==> config.mk <==
export PLATFORM = sky130hd
export DESIGN_NAME = fp_add_sequencer_flat
export DESIGN_NICKNAME = d
export VERILOG_FILES = /design/src/rtl/fp_add_sequencer_pkg.sv /design/src/rtl/fp_add_sequencer_if.sv /design/src/rtl/fp_add_sequencer.sv /design/src/flat_wrapper.sv
export SDC_FILE = /design/constraint.sdc
export NUM_CORES = 1
export LEC_CHECK = 0
export CORE_MARGIN = 4
export CORE_UTILIZATION = 42
export CTS_CLUSTER_SIZE = 16
export DETAILED_ROUTE_END_ITERATION = 10
export PLACE_DENSITY = 0.86
export SYNTH_ARGS = -nofsm -noshare
export SYNTH_HDL_FRONTEND = slang
export SYNTH_SLANG_ARGS = --single-unit
==> constraint.sdc <==
create_clock -name Clock -period 3.62 [get_ports Clock]
set_clock_uncertainty 0.2 [all_clocks]
set_input_delay 0.724 -clock Clock [delete_from_list [all_inputs] [get_ports Clock]]
set_output_delay 0.724 -clock Clock [all_outputs]
set_load 0.05 [all_outputs]
==> src/rtl/fp_add_sequencer_pkg.sv <==
// fpadd_seq_pkg: shared types and helpers for the adder sequencer.
// Holds the FSM state enum plus width and saturation helper functions.
package fpadd_seq_pkg;

   typedef enum logic [2:0] {
      IDLE,
      ALIGN,
      SR,
      SL,
      PASS,
      RENORM,
      DONE
   } state_t;

   function automatic int idx_w(input int n);
      return $clog2(n);
   endfunction

   function automatic int sat_min(input int a, input int b);
      return (a < b) ? a : b;
   endfunction

endpackage

==> src/rtl/fp_add_sequencer_if.sv <==
// fp_add_sequencer_if: operand/result valid-ready handshakes.
// master = producer/consumer side, slave = sequencer side.
interface fp_add_sequencer_if;

   logic InValid;
   logic InReady;
   logic OutValid;
   logic OutReady;

   modport master (
      output InValid,
      output OutReady,
      input  InReady,
      input  OutValid
   );

   modport slave (
      input  InValid,
      input  OutReady,
      output InReady,
      output OutValid
   );

endinterface

==> src/rtl/fp_add_sequencer.sv <==
// fp_add_sequencer: control FSM for the adder (align, normalise,
// round, renormalise). Ports: Clock, Reset (sync, active-high),
// hs (InValid/InReady/OutValid/OutReady), datapath status inputs
// and Moore control outputs. Macro FPADD_EXC_FLAGS_EN adds the
// Overflow/Underflow flag outputs.
module fp_add_sequencer
   import fpadd_seq_pkg::*;
#(
   parameter int EXPBITS      = 8,
   parameter int MANTISSABITS = 23,
   parameter int GRSBITS      = 3,
   localparam int IDXW = idx_w(MANTISSABITS + 2),
   localparam int SHW  = idx_w(MANTISSABITS + GRSBITS + 2)
) (
   input  logic               Clock,
   input  logic               Reset,
   fp_add_sequencer_if.slave  hs,
   input  logic               ExpAGe,
   input  logic [EXPBITS-1:0] ExpDiff,
   input  logic [EXPBITS-1:0] ResultExp,
   input  logic               FFOValid,
   input  logic [IDXW-1:0]    FFOIndex,
   input  logic               RoundCarry,
   output logic               SelExpMux,
   output logic               SelAlignA,
   output logic               SelAlignB,
   output logic               AlignEn,
   output logic [SHW-1:0]     AlignAmount,
   output logic               NormSREn,
   output logic               NormSLEn,
   output logic               NormPass,
   output logic [IDXW-1:0]    NormShiftAmount,
   output logic               SelRoundMux,
`ifdef FPADD_EXC_FLAGS_EN
   output logic               Overflow,
   output logic               Underflow,
`endif
   output logic               ZeroResult
);

   localparam int HID   = MANTISSABITS;
   localparam int CRY   = MANTISSABITS + 1;
   localparam int ALMAX = MANTISSABITS + GRSBITS + 1;

   state_t state;
   logic   in_ready;
   logic   out_valid;

   // Alignment saturates so a huge ExpDiff cannot wrap the shifter
   logic [SHW-1:0] al_amt;
   assign al_amt = SHW'(sat_min(int'(ExpDiff), ALMAX));

   // Left shift never drops the exponent below 1
   int             sl_lim;
   int             sl_want;
   logic [IDXW-1:0] sl_amt;
   assign sl_lim  = (ResultExp == '0) ? 0 : int'(ResultExp) - 1;
   assign sl_want = HID - int'(FFOIndex);
   assign sl_amt  = IDXW'(sat_min(sl_want, sl_lim));

`ifdef FPADD_EXC_FLAGS_EN
   localparam logic [EXPBITS-1:0] EXP_OVF =
      {{(EXPBITS-1){1'b1}}, 1'b0};
   logic ovf_hit;
   logic sl_clamp;
   assign ovf_hit  = (ResultExp == EXP_OVF);
   assign sl_clamp = (sl_want > sl_lim);
`endif

   assign hs.InReady  = in_ready;
   assign hs.OutValid = out_valid;

   always_ff @(posedge Clock) begin
      if (Reset) begin
         state           <= IDLE;
         in_ready        <= 1'b1;
         out_valid       <= 1'b0;
         SelExpMux       <= 1'b0;
         SelAlignA       <= 1'b0;
         SelAlignB       <= 1'b0;
         AlignEn         <= 1'b0;
         AlignAmount     <= '0;
         NormSREn        <= 1'b0;
         NormSLEn        <= 1'b0;
         NormPass        <= 1'b0;
         NormShiftAmount <= '0;
         SelRoundMux     <= 1'b0;
         ZeroResult      <= 1'b0;
`ifdef FPADD_EXC_FLAGS_EN
         Overflow        <= 1'b0;
         Underflow       <= 1'b0;
`endif
      end else begin
         // Per-state outputs are rebuilt each cycle for the next state
         in_ready        <= 1'b0;
         out_valid       <= 1'b0;
         SelExpMux       <= 1'b0;
         SelAlignA       <= 1'b0;
         SelAlignB       <= 1'b0;
         AlignEn         <= 1'b0;
         AlignAmount     <= '0;
         NormSREn        <= 1'b0;
         NormSLEn        <= 1'b0;
         NormPass        <= 1'b0;
         NormShiftAmount <= '0;
         SelRoundMux     <= 1'b0;
         unique case (state)
            IDLE: begin
               if (hs.InValid) begin
                  state       <= ALIGN;
                  SelExpMux   <= ExpAGe;
                  SelAlignB   <= ExpAGe;
                  SelAlignA   <= !ExpAGe;
                  AlignEn     <= (ExpDiff != '0);
                  AlignAmount <= al_amt;
                  ZeroResult  <= 1'b0;
`ifdef FPADD_EXC_FLAGS_EN
                  Overflow    <= 1'b0;
                  Underflow   <= 1'b0;
`endif
               end else begin
                  in_ready <= 1'b1;
               end
            end
            ALIGN: begin
               unique case (1'b1)
                  !FFOValid: begin
                     state      <= PASS;
                     NormPass   <= 1'b1;
                     ZeroResult <= 1'b1;
                  end
                  FFOValid && FFOIndex == IDXW'(CRY): begin
                     state    <= SR;
                     NormSREn <= 1'b1;
`ifdef FPADD_EXC_FLAGS_EN
                     Overflow <= ovf_hit;
`endif
                  end
                  FFOValid && FFOIndex == IDXW'(HID): begin
                     state    <= PASS;
                     NormPass <= 1'b1;
                  end
                  FFOValid && FFOIndex < IDXW'(HID): begin
                     state           <= SL;
                     NormSLEn        <= 1'b1;
                     NormShiftAmount <= sl_amt;
`ifdef FPADD_EXC_FLAGS_EN
                     Underflow       <= sl_clamp;
`endif
                  end
                  default: begin
                     state    <= PASS;
                     NormPass <= 1'b1;
                  end
               endcase
            end
            SR, SL, PASS: begin
               if (RoundCarry) begin
                  state       <= RENORM;
                  SelRoundMux <= 1'b1;
                  NormSREn    <= 1'b1;
`ifdef FPADD_EXC_FLAGS_EN
                  if (ovf_hit) Overflow <= 1'b1;
`endif
               end else begin
                  state     <= DONE;
                  out_valid <= 1'b1;
               end
            end
            RENORM: begin
               state     <= DONE;
               out_valid <= 1'b1;
            end
            DONE: begin
               if (hs.OutReady) begin
                  state    <= IDLE;
                  in_ready <= 1'b1;
               end else begin
                  out_valid <= 1'b1;
               end
            end
            default: begin
               state    <= IDLE;
               in_ready <= 1'b1;
            end
         endcase
      end
   end

endmodule

==> src/flat_wrapper.sv <==
// flat-port wrapper written by rule: the top's interface ports become plain ports
module fp_add_sequencer_flat import fpadd_seq_pkg::*;
#(
   parameter int EXPBITS      = 8,
   parameter int MANTISSABITS = 23,
   parameter int GRSBITS      = 3,
   localparam int IDXW = idx_w(MANTISSABITS + 2),
   localparam int SHW  = idx_w(MANTISSABITS + GRSBITS + 2)
)
  (Clock, Reset, ExpAGe, ExpDiff, ResultExp, FFOValid, FFOIndex, RoundCarry, SelExpMux, SelAlignA, SelAlignB, AlignEn, AlignAmount, NormSREn, NormSLEn, NormPass, NormShiftAmount, SelRoundMux, ZeroResult, hs_InValid, hs_OutReady, hs_InReady, hs_OutValid);
  fp_add_sequencer_if hs_i ();
  input  logic Clock;
  input  logic Reset;
  input  logic ExpAGe;
  input  logic [EXPBITS-1:0] ExpDiff;
  input  logic [EXPBITS-1:0] ResultExp;
  input  logic FFOValid;
  input  logic [IDXW-1:0] FFOIndex;
  input  logic RoundCarry;
  output logic SelExpMux;
  output logic SelAlignA;
  output logic SelAlignB;
  output logic AlignEn;
  output logic [SHW-1:0] AlignAmount;
  output logic NormSREn;
  output logic NormSLEn;
  output logic NormPass;
  output logic [IDXW-1:0] NormShiftAmount;
  output logic SelRoundMux;
  output logic ZeroResult;
  input wire logic [$bits(hs_i.InValid)-1:0] hs_InValid;
  input wire logic [$bits(hs_i.OutReady)-1:0] hs_OutReady;
  output wire logic [$bits(hs_i.InReady)-1:0] hs_InReady;
  output wire logic [$bits(hs_i.OutValid)-1:0] hs_OutValid;
  assign hs_i.InValid = hs_InValid;
  assign hs_i.OutReady = hs_OutReady;
  assign hs_InReady = hs_i.InReady;
  assign hs_OutValid = hs_i.OutValid;
  fp_add_sequencer #(.EXPBITS(EXPBITS), .MANTISSABITS(MANTISSABITS), .GRSBITS(GRSBITS)) u_core (.Clock(Clock), .Reset(Reset), .hs(hs_i), .ExpAGe(ExpAGe), .ExpDiff(ExpDiff), .ResultExp(ResultExp), .FFOValid(FFOValid), .FFOIndex(FFOIndex), .RoundCarry(RoundCarry), .SelExpMux(SelExpMux), .SelAlignA(SelAlignA), .SelAlignB(SelAlignB), .AlignEn(AlignEn), .AlignAmount(AlignAmount), .NormSREn(NormSREn), .NormSLEn(NormSLEn), .NormPass(NormPass), .NormShiftAmount(NormShiftAmount), .SelRoundMux(SelRoundMux), .ZeroResult(ZeroResult));
endmodule
==> results_dict.tcl <==
set metrics [dict create \
    run_status "completed" \
    cp_endpoint_kind "flop" \
    std_cell_core_area_um2 3050 \
    cts-htree-levels 1 \
    postSynthNetCount 206 \
    worst_path_max_delay_cell "sky130_fd_sc_hd__or4_1" \
    fin_area_um2 2030 \
    min_period_over_period 0.969 \
    mostFrequentLayoutCells "sky130_fd_sc_hd__clkdlybuf4s50_1, sky130_fd_sc_hd__dfxtp_1, sky130_fd_sc_hd__nor2_1, sky130_fd_sc_hd__buf_4, sky130_fd_sc_hd__a21oi_1" \
    combinational_power_share 0.414 \
    grt.total_usage 0.167 \
    cp.required_ns 3.65 \
    synth.yosys.seq_area_share 0.343 \
    post_synth_xor_area_fraction 0.0261 \
    route.vias.total 1417 \
    swShare 0.369 \
    detailed_place.area_um2 1990 \
    grt_pass1_wl_um 5550 \
    min_delay_worst_endpoint "u_core.ZeroResult$_SDFFE_PP0P_" \
    setup_viol 0 \
    clkPwrFrac 0.160 \
    period_minus_slack_ns 3.51 \
    hold_buffers 0 \
    critPathMaxStageDelay_ns 0.56 \
    crit_path_max_fanout 6 \
    cts.sinks 23 \
    met2_length_um 1490 \
    synth_warn 0 \
    worst_r2r_endpoint "u_core.NormShiftAmount[2]$_SDFF_PP0_" \
    post_route_cells_drive_above_1_share 0.138 \
    final.fill_count 270 \
    drt_first_iter_violations 45 \
    multiInputGateArea_um2 813 \
    p_switching_w 0.000262 \
    synth_seq_cells 23 \
    power.sequential.fraction 0.426 \
    viasPerCell 5.13 \
    hold_viol_final 0 \
    global_route_total_overflow 0 \
    worst_skew_pair.late_latency_ns 0.31 \
    wire_per_inst_um 11.9 \
    finalWorstSetupSlack_ns 0.111 \
    floorplan.initialDensity 0.440 \
    number_of_global_route_vias_before_repair 1337 \
    edff_count_synth 0 \
    met3RoutedLength_um 287 \
    tritoncts "built" \
    cts-resized-gates 0 \
    yosys_most_used_dff "sky130_fd_sc_hd__dfxtp_1" \
    seq_area_um2 460 \
    stdcell_count 276 \
    post_placement_worst_setup_slack_ns -0.242 \
    syn_inst 166 \
    synth_compound_gate_area_share 0.191 \
    min_delay_path_depth 2 \
    postRouteAntennaNets 0 \
    cts_buffers 3 \
    i_o_buffers 48 \
    cellPowerDensity_nw_per_um2 349 \
    yosys.cell_types.count 40 \
    clock_tree.root_cell "sky130_fd_sc_hd__clkbuf_4" \
    ff2ff_setup_slack_ns 1.30 \
    crit_chain "clkdlybuf4s50_1, or4_1, nor4_1, mux2i_1, ha_1, nand2_1, o211ai_1, o22ai_2, or4_1, o31ai_1" \
    dieWidth_um 64.5 \
    top_signal_layer_used "met4" \
    ff2ff_path_depth 4 \
    layout_commonest_cell "sky130_fd_sc_hd__clkdlybuf4s50_1" \
    timing.max_slew.rel_slack 0.656 \
    tightestPinTransition_ns 0.514 \
    timing.critical_path.arrival_ns 3.54 \
    worst_hold_startpoint "u_core.ZeroResult$_SDFFE_PP0P_" \
    power.internal_w 0.000448 \
    maxCapViolations 0 \
    cts.reportedPaths.clkPinSlew_ns 0.12 \
    worst_setup_path_start_kind "input port" \
    reg2reg_start "u_core.state[2]$_SDFFE_PP0P_" \
    worst_ir_drop_vdd_v 0.000349 \
    met1_wire_length_um 1470 \
    grt_start_max_net_pins 16 \
    synth.mux.area_fraction 0.0158 \
    asyncSetResetFlopFracSynth 0 \
    fmaxAchievable_mhz 285 \
    critPathKind "in2reg" \
    static-leakage-power_nw 0.847 \
    average_cell_area_after_synthesis_um2 8.09 \
    yosys-top-cells-area "sky130_fd_sc_hd__dfxtp_1, sky130_fd_sc_hd__ha_1, sky130_fd_sc_hd__nor2_1, sky130_fd_sc_hd__a21oi_1, sky130_fd_sc_hd__nor3_1" \
    num_antenna_cells 0 \
    maxSlewViolCount 0 \
    timing.hold.ws_ns 0.311 \
    synth_adder_area_share 0.112 \
    num_rows 20 \
    syn_to_final_growth_pct 51.4 \
    synth.cell_area_um2 1340 \
    max-clock-path-buffers 2 \
    post_placement_cell_count 272 \
    weighted_congestion_reported_at_the_end_of_routability_driven_placement 0.908 \
    routed_wirelength_um 3300 \
    synth_top_cell_area_share 0.343 \
    drt_first_pass_iters 4 \
    final.setup.tns_ns 0 \
    hpwl_um 2750 \
    crit_top_cell "sky130_fd_sc_hd__or4_1" \
    synthesized_area_fraction_occupied_by_and_or_nand_nor_cells 0.253 \
    final_net_count 273 \
    initial_antenna_violation_count 0 \
    die_area_um2 4160 \
    synth.largest_area_cell "sky130_fd_sc_hd__dfxtp_1" \
    hp-class "reg2reg" \
    postCtsSetupBuffers 0 \
    route.detailed.drc 0 \
    fp.dieH_um 64.5 \
    dominant_combinational_cell_family_by_area_after_synthesis "simple AND/OR/NAND/NOR gates" \
    ios 49 \
]
-- state kept, by name, summed over array words and instances, names as in the netlist --
signal and flops:
u_core.NormPass 1, u_core.SelExpMux 1, u_core.SelRoundMux 1, u_core.hs.InReady 1
u_core.NormSLEn 1, u_core.AlignAmount 5, u_core.SelAlignA 1, u_core.state 3
u_core.hs.OutValid 1, u_core.NormSREn 1, u_core.ZeroResult 1, u_core.NormShiftAmount 5
u_core.AlignEn 1
-- cell type report --
| class | count | share of cell area |
|---|---|---|
| Clock buffer | 3 | 0.0111 |
| Tap cell | 44 | 0.0271 |
| Sequential cell | 23 | 0.227 |
| Inverter | 12 | 0.0222 |
| Timing Repair Buffer | 68 | 0.310 |
| Multi-Input combinational cell | 125 | 0.400 |
| Clock inverter | 1 | 0.00246 |
-- per-layer routing --
metal	up-vias	track usage
met5	-	0
met2	55	0.277
li1	732	-
met4	0	0.0369
met3	6	0.0641
met1	624	0.205
-- cell usage after synthesis (2+ instances only) --
| master | n |
|---|---|
| sky130_fd_sc_hd__or4_1 | 2 |
| sky130_fd_sc_hd__dfxtp_1 | 23 |
| sky130_fd_sc_hd__a21oi_1 | 14 |
| sky130_fd_sc_hd__nand2_1 | 11 |
| sky130_fd_sc_hd__ha_1 | 12 |
| sky130_fd_sc_hd__clkbuf_1 | 3 |
| sky130_fd_sc_hd__o31ai_1 | 4 |
| sky130_fd_sc_hd__nor3_1 | 10 |
| sky130_fd_sc_hd__nor2_1 | 20 |
| sky130_fd_sc_hd__o22ai_1 | 3 |
| sky130_fd_sc_hd__nor4_1 | 3 |
| sky130_fd_sc_hd__o21a_1 | 2 |
| sky130_fd_sc_hd__xor2_1 | 3 |
| sky130_fd_sc_hd__o21ai_0 | 9 |
| sky130_fd_sc_hd__nor3b_1 | 4 |
| sky130_fd_sc_hd__or3_1 | 4 |
| sky130_fd_sc_hd__o211ai_1 | 3 |
| sky130_fd_sc_hd__nand3_1 | 3 |
| sky130_fd_sc_hd__inv_1 | 12 |
-- critical path: cells and delay by family --
| family | cells | cell delay (ns) |
|---|---|---|
| buf+inv | 1 | 0.41 |
| fa+ha+maj | 1 | 0.30 |
| compound gates | 3 | 0.60 |
| simple gates | 4 | 1.37 |
| mux | 1 | 0.13 |
-- power by group through the flow --
stage | Clock, W | Combinational [W] | Sequential [W]
CTS | 0.000117 | 0.000292 | 0.000302
global route | 0.000134 | 0.000319 | 0.000307
detailed placement | 0 | 0.000290 | 0.000307
floorplan | 0 | 0.000119 | 0.000366
global placement | 0 | 0.000285 | 0.000307
finish | 0.000113 | 0.000294 | 0.000302
-- worst max-delay path by stage --
stage	startpoint	end	slack, ns	cells past startpoint
after floorplan	ResultExp[2]	u_core.NormShiftAmount[2]$_SDFF_PP0_	0.24	10
after global placement	ResultExp[2]	u_core.NormShiftAmount[2]$_SDFF_PP0_	-0.16	10
after global routing	ResultExp[1]	u_core.NormShiftAmount[2]$_SDFF_PP0_	-0.02	11
after CTS	ResultExp[0]	u_core.NormShiftAmount[2]$_SDFF_PP0_	0.08	14
final	ResultExp[2]	u_core.NormShiftAmount[2]$_SDFF_PP0_	0.11	10
after detailed placement	ResultExp[0]	u_core.NormShiftAmount[2]$_SDFF_PP0_	-0.24	14
-- kinds of logic (layout without fill, tap and decap cells) --
logic type                 Yosys count  count (layout)
AOI/OAI and AO/OA                   42              42
adders and majority gates           12              12
DFF                                 23              23
buffers and inverters               18              84
muxes                                2               2
xor gates and xnor gates             4               4
and+or+nand+nor                     65              65
-- stage by stage --
stage	utilization	power [W]
2_1_floorplan	-	0.000484
4_1_cts	0.662	0.000711
6_report	0.666	0.000710
3_3_place_gp	0.653	0.000592
5_1_grt	0.666	0.000760
3_5_place_dp	0.653	0.000597
No activity file was read; power rests on OpenSTA's default activity.
